File: config.mk
export PLATFORM = sky130hd
export DESIGN_NAME = prog_loader
export DESIGN_NICKNAME = d
export VERILOG_FILES = /design/src/rtl/prog_loader_pkg.sv /design/src/rtl/prog_loader_byte_pair_assembler.sv /design/src/rtl/prog_loader.sv
export SDC_FILE = /design/constraint.sdc
export NUM_CORES = 1
export LEC_CHECK = 0
export BUFFER_PORTS_ARGS = -buffer_cell sky130_fd_sc_hd__buf_2
export CORE_MARGIN = 10
export CORE_UTILIZATION = 60
export DETAILED_ROUTE_END_ITERATION = 10
export PLACE_DENSITY = 0.84
export SYNTH_ARGS = -nofsm -noshare
export SYNTH_HDL_FRONTEND = slang
export SYNTH_HIERARCHICAL = 1
export SYNTH_SLANG_ARGS = --single-unit
File: constraint.sdc
create_clock -name clk -period 3 [get_ports clk]
set_input_delay 0.75 -clock clk [delete_from_list [all_inputs] [get_ports clk]]
set_output_delay 0.75 -clock clk [all_outputs]
set_load 0.02 [all_outputs]
File: src/rtl/prog_loader_pkg.sv
// rtl/prog_loader_pkg.sv - shared widths and loader state encodings
package prog_loader_pkg;
  localparam int COL    = 16;
  localparam int ROW_I  = 15;
  localparam int ADDR_W = 4;

  typedef enum logic [2:0] {
    LD_IDLE    = 3'd0,
    LD_LEN_HI  = 3'd1,
    LD_LEN_LO  = 3'd2,
    LD_DATA_HI = 3'd3,
    LD_DATA_LO = 3'd4,
    LD_CHK     = 3'd5,
    LD_DONE    = 3'd6,
    LD_ERR     = 3'd7
  } ld_state_t;
endpackage

File: src/rtl/prog_loader_byte_pair_assembler.sv
// rtl/prog_loader_byte_pair_assembler.sv - joins hi/lo bytes into one registered instruction word
module byte_pair_assembler
  import prog_loader_pkg::*;
(
  input  logic           clk,
  input  logic           rst,
  input  logic           hi_en,
  input  logic           lo_en,
  input  logic [7:0]     byte_data,
  output logic [COL-1:0] word,
  output logic           word_valid
);
  logic [7:0] hi_byte;

  always_ff @(posedge clk) begin
    if (rst) begin
      hi_byte    <= '0;
      word       <= '0;
      word_valid <= 1'b0;
    end else begin
      word_valid <= lo_en;
      if (hi_en) hi_byte <= byte_data;
      // word holds its value until the next low byte, so it is stable around the write pulse
      if (lo_en) word <= {hi_byte, byte_data};
    end
  end
endmodule

File: src/rtl/prog_loader.sv
// rtl/prog_loader.sv - streams a length/words/checksum image into instruction RAM, holding the CPU until it verifies
module prog_loader
  import prog_loader_pkg::*;
(
  input  logic              clk,
  input  logic              rst,
  input  logic              start,
  input  logic              in_valid,
  input  logic [7:0]        in_data,
  output logic              in_ready,
  output logic              mem_we,
  output logic [ADDR_W-1:0] mem_addr,
  output logic [COL-1:0]    mem_wdata,
  output logic [ADDR_W:0]   words_loaded,
  output logic              cpu_hold,
  output logic              done,
  output logic              error
);
  ld_state_t       state, state_nxt;
  logic            accept;
  logic            idle_like;
  logic [7:0]      len_hi;
  logic [ADDR_W:0] len_n;
  logic [7:0]      acc;
  logic [15:0]     len_full;
  logic            len_bad;
  logic [ADDR_W:0] count_inc;

  byte_pair_assembler u_asm (
    .clk        (clk),
    .rst        (rst),
    .hi_en      (accept && state == LD_DATA_HI),
    .lo_en      (accept && state == LD_DATA_LO),
    .byte_data  (in_data),
    .word       (mem_wdata),
    .word_valid (mem_we)
  );

  always_comb begin
    state_nxt = state;
    in_ready  = 1'b0;
    case (state)
      LD_LEN_HI, LD_LEN_LO, LD_DATA_HI, LD_DATA_LO, LD_CHK: in_ready = 1'b1;
      default: in_ready = 1'b0;
    endcase
    accept    = in_valid && in_ready;
    idle_like = (state == LD_IDLE) || (state == LD_DONE) || (state == LD_ERR);
    len_full  = {len_hi, in_data};
    len_bad   = (len_full == 16'd0) || (len_full > 16'(ROW_I));
    count_inc = words_loaded + (ADDR_W+1)'(1);

    case (state)
      LD_IDLE, LD_DONE, LD_ERR: if (start) state_nxt = LD_LEN_HI;
      LD_LEN_HI:  if (accept) state_nxt = LD_LEN_LO;
      LD_LEN_LO:  if (accept) state_nxt = len_bad ? LD_ERR : LD_DATA_HI;
      LD_DATA_HI: if (accept) state_nxt = LD_DATA_LO;
      LD_DATA_LO: if (accept) state_nxt = (count_inc == len_n) ? LD_CHK : LD_DATA_HI;
      LD_CHK:     if (accept) state_nxt = (in_data == acc) ? LD_DONE : LD_ERR;
      default:    state_nxt = LD_IDLE;
    endcase
  end

  // done/error are sticky because DONE and ERR are only left on a new start
  assign done     = (state == LD_DONE);
  assign error    = (state == LD_ERR);
  assign cpu_hold = (state != LD_DONE);

  always_ff @(posedge clk) begin
    if (rst) begin
      state        <= LD_IDLE;
      len_hi       <= '0;
      len_n        <= '0;
      acc          <= '0;
      words_loaded <= '0;
      mem_addr     <= '0;
    end else begin
      state <= state_nxt;
      if (idle_like && start) begin
        words_loaded <= '0;
        acc          <= '0;
      end
      if (accept && state != LD_CHK) acc <= acc ^ in_data;
      if (accept && state == LD_LEN_HI) len_hi <= in_data;
      // only the low bits matter: any length that fits ROW_I is routed onward
      if (accept && state == LD_LEN_LO) len_n <= len_full[ADDR_W:0];
      if (accept && state == LD_DATA_LO) begin
        mem_addr     <= words_loaded[ADDR_W-1:0];
        words_loaded <= count_inc;
      end
    end
  end
endmodule

# --- After elaboration in Yosys (flattened, before gate mapping) ---
# Cells that the tools add are included.
word_totals:
  word_cells: 61
  reg_bits: 58
  out_inout_bits: 30
  inputBits: 12
classes:
  n_addsub: 1
  mux: 15
  n_bitwise: 1
  magnitude_cmp: 1
  n_eq_ne: 17
  reduce_logical: 17
op_table:
  columns: ["operator", "count"]
  rows:
  - ["$mux 3", 8]
  - ["$pmux 3 s6", 1]
  - ["$gt 16x4->1 const B", 1]
  - ["$logic_not 16->1", 1]
  - ["$mux 8", 2]
  - ["$eq 3x3->1 const B", 4]
  - ["$ne 2x2->1 const B", 6]
  - ["$mux 5", 2]
  - ["$eq 8x8->1", 1]
  - ["$xor 8x8->8", 1]
  - ["$logic_and 1x1->1", 7]
  - ["$eq 3x2->1 const B", 2]
  - ["$ne 3x3->1 const B", 2]
  - ["$reduce_and 6->1", 1]
  - ["$add 5x1->5 const B", 1]
  - ["$eq 5x5->1", 1]
  - ["$reduce_or 5->1", 1]
  - ["$reduce_bool 2->1", 2]
  - ["$eq 3x1->1 const B", 1]
  - ["$logic_not 3->1", 1]
  - ["$logic_or 1x1->1", 3]
  - ["$reduce_or 3->1", 1]
  - ["$mux 1", 2]

# --- Logic depth before layout (Yosys ltp) ---
logic_depth:
  word_depth: 6
  ltp_mapped: 8
  ltp_nobuf: 5

# --- By module ---
# The synthesis kept the hierarchy.
modules_own_cells:
  columns: ["module", "seq_area_each_um2", "area_each_um2", "cells_each", "n_inst"]
  rows:
  - ["prog_loader", 660.6, 1844.3, 212, 1]
  - ["byte_pair_assembler", 500.5, 890.9, 80, 1]

# --- Worst setup path before layout ---
# OpenSTA, ideal clock, no wires.
synth_timing:
  kind: "input-to-reg"
  from: "in in_valid"
  to: "reg u_asm.word[5]"
  n_path_buf: 4
  cell_stages: 8
  required_time_ns: 2.883
  slack_ns: 1.025
  arrival_time_ns: 1.858
  setup_time_ns: 0.117
  path_cell_list: "buf_4 nand2b_4 nor3b_4 buf_6 buf_6 buf_12 mux2i_1 nor2_1"
synth_via:
  elab_chain_cells: 2
synth_rtl:
  columns: ["item", "line_no", "source"]
  rows:
  - ["from (decl)", "prog_loader.sv:8", "input logic in_valid,"]
  - ["$logic_and 1x1->1", "prog_loader.sv:46", "accept = in_valid && in_ready;"]
  - ["$logic_and 1x1->1", "prog_loader.sv:33", ".lo_en (accept && state == LD_DATA_LO),"]
  - ["to (signal assigned)", "prog_loader_byte_pair_assembler.sv:24", "if (lo_en) word <= {hi_byte, byte_data};"]
  - ["to (decl)", "prog_loader_byte_pair_assembler.sv:10", "output logic [COL-1:0] word,"]
# No other way between the ends.
# A chain may end at the register's enable or synchronous reset.

# --- Worst setup path in the final report ---
layout_timing:
  from: "reg state[2]"
  to: "out in_ready"
layout_via:
  elab_chain_cells: 3
  elab_cells_between_ends: 7
  classes_between: "eq/ne (5); mux (1); reduce/logical (1)"
layout_rtl:
  columns: ["item", "line_no", "source"]
  rows:
  - ["from (decl)", "prog_loader.sv:19", "ld_state_t state, state_nxt;"]
  - ["from (signal assigned)", "prog_loader.sv:77", "state <= state_nxt;"]
  - ["$eq 3x2->1 (tied with other cells)", "prog_loader.sv:42", "case (state)"]
  - ["$reduce_or 5->1 *", "prog_loader.sv:42", null]
  - ["$mux 1 *", "prog_loader.sv:42", null]
  - ["to (decl)", "prog_loader.sv:10", "output logic in_ready,"]
# Every way passes the cells marked *; elsewhere a longest branch is shown, timed or not.

==> run metrics <==
power density over the cells=approximately 540 mW/mm^2; Pre-antenna DRT Iters=4; CP max stage cell=dfxtp_1; Setup Viol. Count Final=0; Critical Path Source Type=register; Finished Layout Cells=385; Core Box Area=0.00438 sq mm; H-tree depth=3; CTS Hold Bufs=0; Sink Count=58; worst path arrival time=1550 ps; final setup skew=5.75 ps; commonest non-fill, non-tap cell in the layout=dfxtp_1; grt ovf=0; Cell Area, Synth=approximately 0.0027 sq mm; Via density=roughly 5.7; Max Slew Vio Count=0; critical path fanouts, max=21; Comb pwr share=0.094; # DRC=0; number of synthesized flops with an enable pin=0; final period utilization=0.766; nets=341; Pleak=1.22 nW; Int Pwr=1.25 mW; CTS tree=done; n_diodes=0; setup_tns=0 ps; detailed placement HPWL=4010 microns; sw frac=0.254; Worst Tran Pin Value=approximately 650 ps; port bufs=41; Final Instance Area=0.00309 sq mm; GRT Util Overall=0.166; Req. time, crit path=2250 ps; DR vias=2179; final core occ=0.705; Worst setup EP type=primary output; relative slew slack=0.564; layout cells sized above 1=0.207; first-pass GRT wire length=10300 microns; total of warnings raised by yosys=6; most frequent cells in the layout=dfxtp_1 (58), nor2_1 (51), mux2i_1 (41), buf_2 (41); Post-synth ARST share=0; Synth Net Count=305; post-placement worst setup slack=843 ps; status=finished, final reports clean; 1st-iter DRT viols=~140; antenna violations before repair=0; RSZ-0062 raised after global routing=no; Tot Pwr=roughly 1.7 mW; syn_area_per_cell=9.37 sq um; Layout area overhead=12.9%; Bufs on Longest Clock Path=2; final worst slack=703 ps; clock transition at the registers of the reported paths=60 ps; placed cell count=369; Final min period=2300 ps; routed len/inst=15.5 microns; largest net degree at the start of global routing=46; postcts setup bufs=0; die area=0.00766 sq mm; CTS root buffer=clkbuf_8; Worst VDD drop=between 0.3 and 0.4 mV; post-synthesis sequential area ratio=0.425; dominant synthesized flop cell=dfxtp_1; clk_lat worst skew=340 ps; post-route ant nets=0; Max Freq=435 MHz; number of distinct library cells after synthesis=46; gpl congestion=a little over 0.8; number of global-route vias before repair=2130; #FFs+latches synth=58; class of the worst hold path=reg -> reg; Starting Density=0.624; Die W=87.5 microns; Post-Route WL=~6000 microns; Clk network pwr share=0.422; max_cap viols=0; Largest stage delay, worst path=740 ps; Die Y-Extent=87.5 microns; critical path class=reg -> out; sequential share of power=0.484; cts bufs inserted=9; dpl cell area=0.00289 sq mm; switching power=0.427 mW; PostCTS Resize Cnt=0; Mapped Cells=~290; std cell rows=24; boundary pin count=42; final hold viol count=0; Min Hold Slack=481 ps; CP Cell Sequence=and2_1, nor2_1, buf_2
-- path summary, 6_finish.rpt --
path                                             from                      endpoint  slack (ps)  cells past startpoint
worst max-delay path            state[2]$_SDFFE_PP0P_                      in_ready         700                      3
worst min-delay path              acc[5]$_SDFFE_PP0P_           acc[5]$_SDFFE_PP0P_         480                      2
worst max register to register  state[2]$_SDFFE_PP0P_  words_loaded[4]$_SDFFE_PP0P_        1020                      4
worst min register to register    acc[5]$_SDFFE_PP0P_           acc[5]$_SDFFE_PP0P_         480                      2
-- worst max-delay path: cells and delay by family (launching register included) --
kind | cells | cell delay (ps)
buffers and inverters | 1 | 160
flip-flops | 1 | 740
AND/OR/NAND/NOR | 2 | 310
-- metal layers --
layer	vias up	wire, microns	track usage
li1	1095	-	-
met1	1007	2760	0.214
met2	68	2670	0.247
met3	9	445	0.0552
met4	0	99	0.0739
met5	-	0	0
-- cells in the mapped netlist (2+ instances only) --
library cell,number,area (sq um)
dfxtp_1,58,1160
nor2_1,51,191
mux2i_1,41,410
nand3_1,11,55.1
nor2b_1,11,68.8
a21oi_1,10,50.1
buf_2,7,35.0
o21ai_0,7,35.0
nand2_1,6,22.5
nand2b_1,6,37.5
nand3b_1,6,45.0
xor2_1,6,52.6
inv_1,5,18.8
nor3_1,5,25.0
nor4_1,5,31.3
buf_4,4,30.0
clkbuf_1,4,15.0
a311oi_1,3,26.3
a41oi_1,3,26.3
and2_1,3,18.8
and3_1,3,18.8
buf_6,3,33.8
o21ai_2,3,26.3
xnor2_1,3,26.3
a21o_1,2,15.0
a31oi_1,2,12.5
nor3b_1,2,15.0
o21a_1,2,15.0
o311a_1,2,20.0
o31ai_1,2,15.0
-- state kept, by name, summed over array words and instances, names as in the netlist, 3 cells and up --
register       cells
u_asm/word        16
acc                8
len_hi             8
u_asm/hi_byte      8
len_n              5
words_loaded       5
mem_addr           4
state              3
-- cell type report --
type	instances	area [sq um]
timing repair buffer	44	228
tap	52	65.1
sequential	58	1160
fill	343	1290
clock buffer	11	141
multi-input combinational	210	1420
clock inverter	5	53.8
inverter	5	18.8
-- kinds of logic (layout without fill, tap and decap cells) --
logic type | Yosys count | after routing | synth area share
XOR/XNOR | 9 | 9 | 0.0288
adder cells (fa/ha/maj) | 1 | 1 | 0.00457
multiplexers | 41 | 41 | 0.150
buffers and inverters | 24 | 65 | 0.0558
AND/OR/NAND/NOR | 118 | 118 | 0.231
AO/OA/AOI/OAI | 41 | 41 | 0.106
flip-flops | 58 | 58 | 0.425
-- power by group through the flow --
stage	combinational [mW]	sequential, mW	clock, mW
6_report	0.157	0.813	0.709
5_1_grt	0.176	0.817	0.758
4_1_cts	0.157	0.813	0.722
3_5_place_dp	0.155	0.830	0
3_3_place_gp	0.153	0.829	0
2_1_floorplan	0.127	0.818	0
Note: power is estimated with default switching activity, not from simulation.
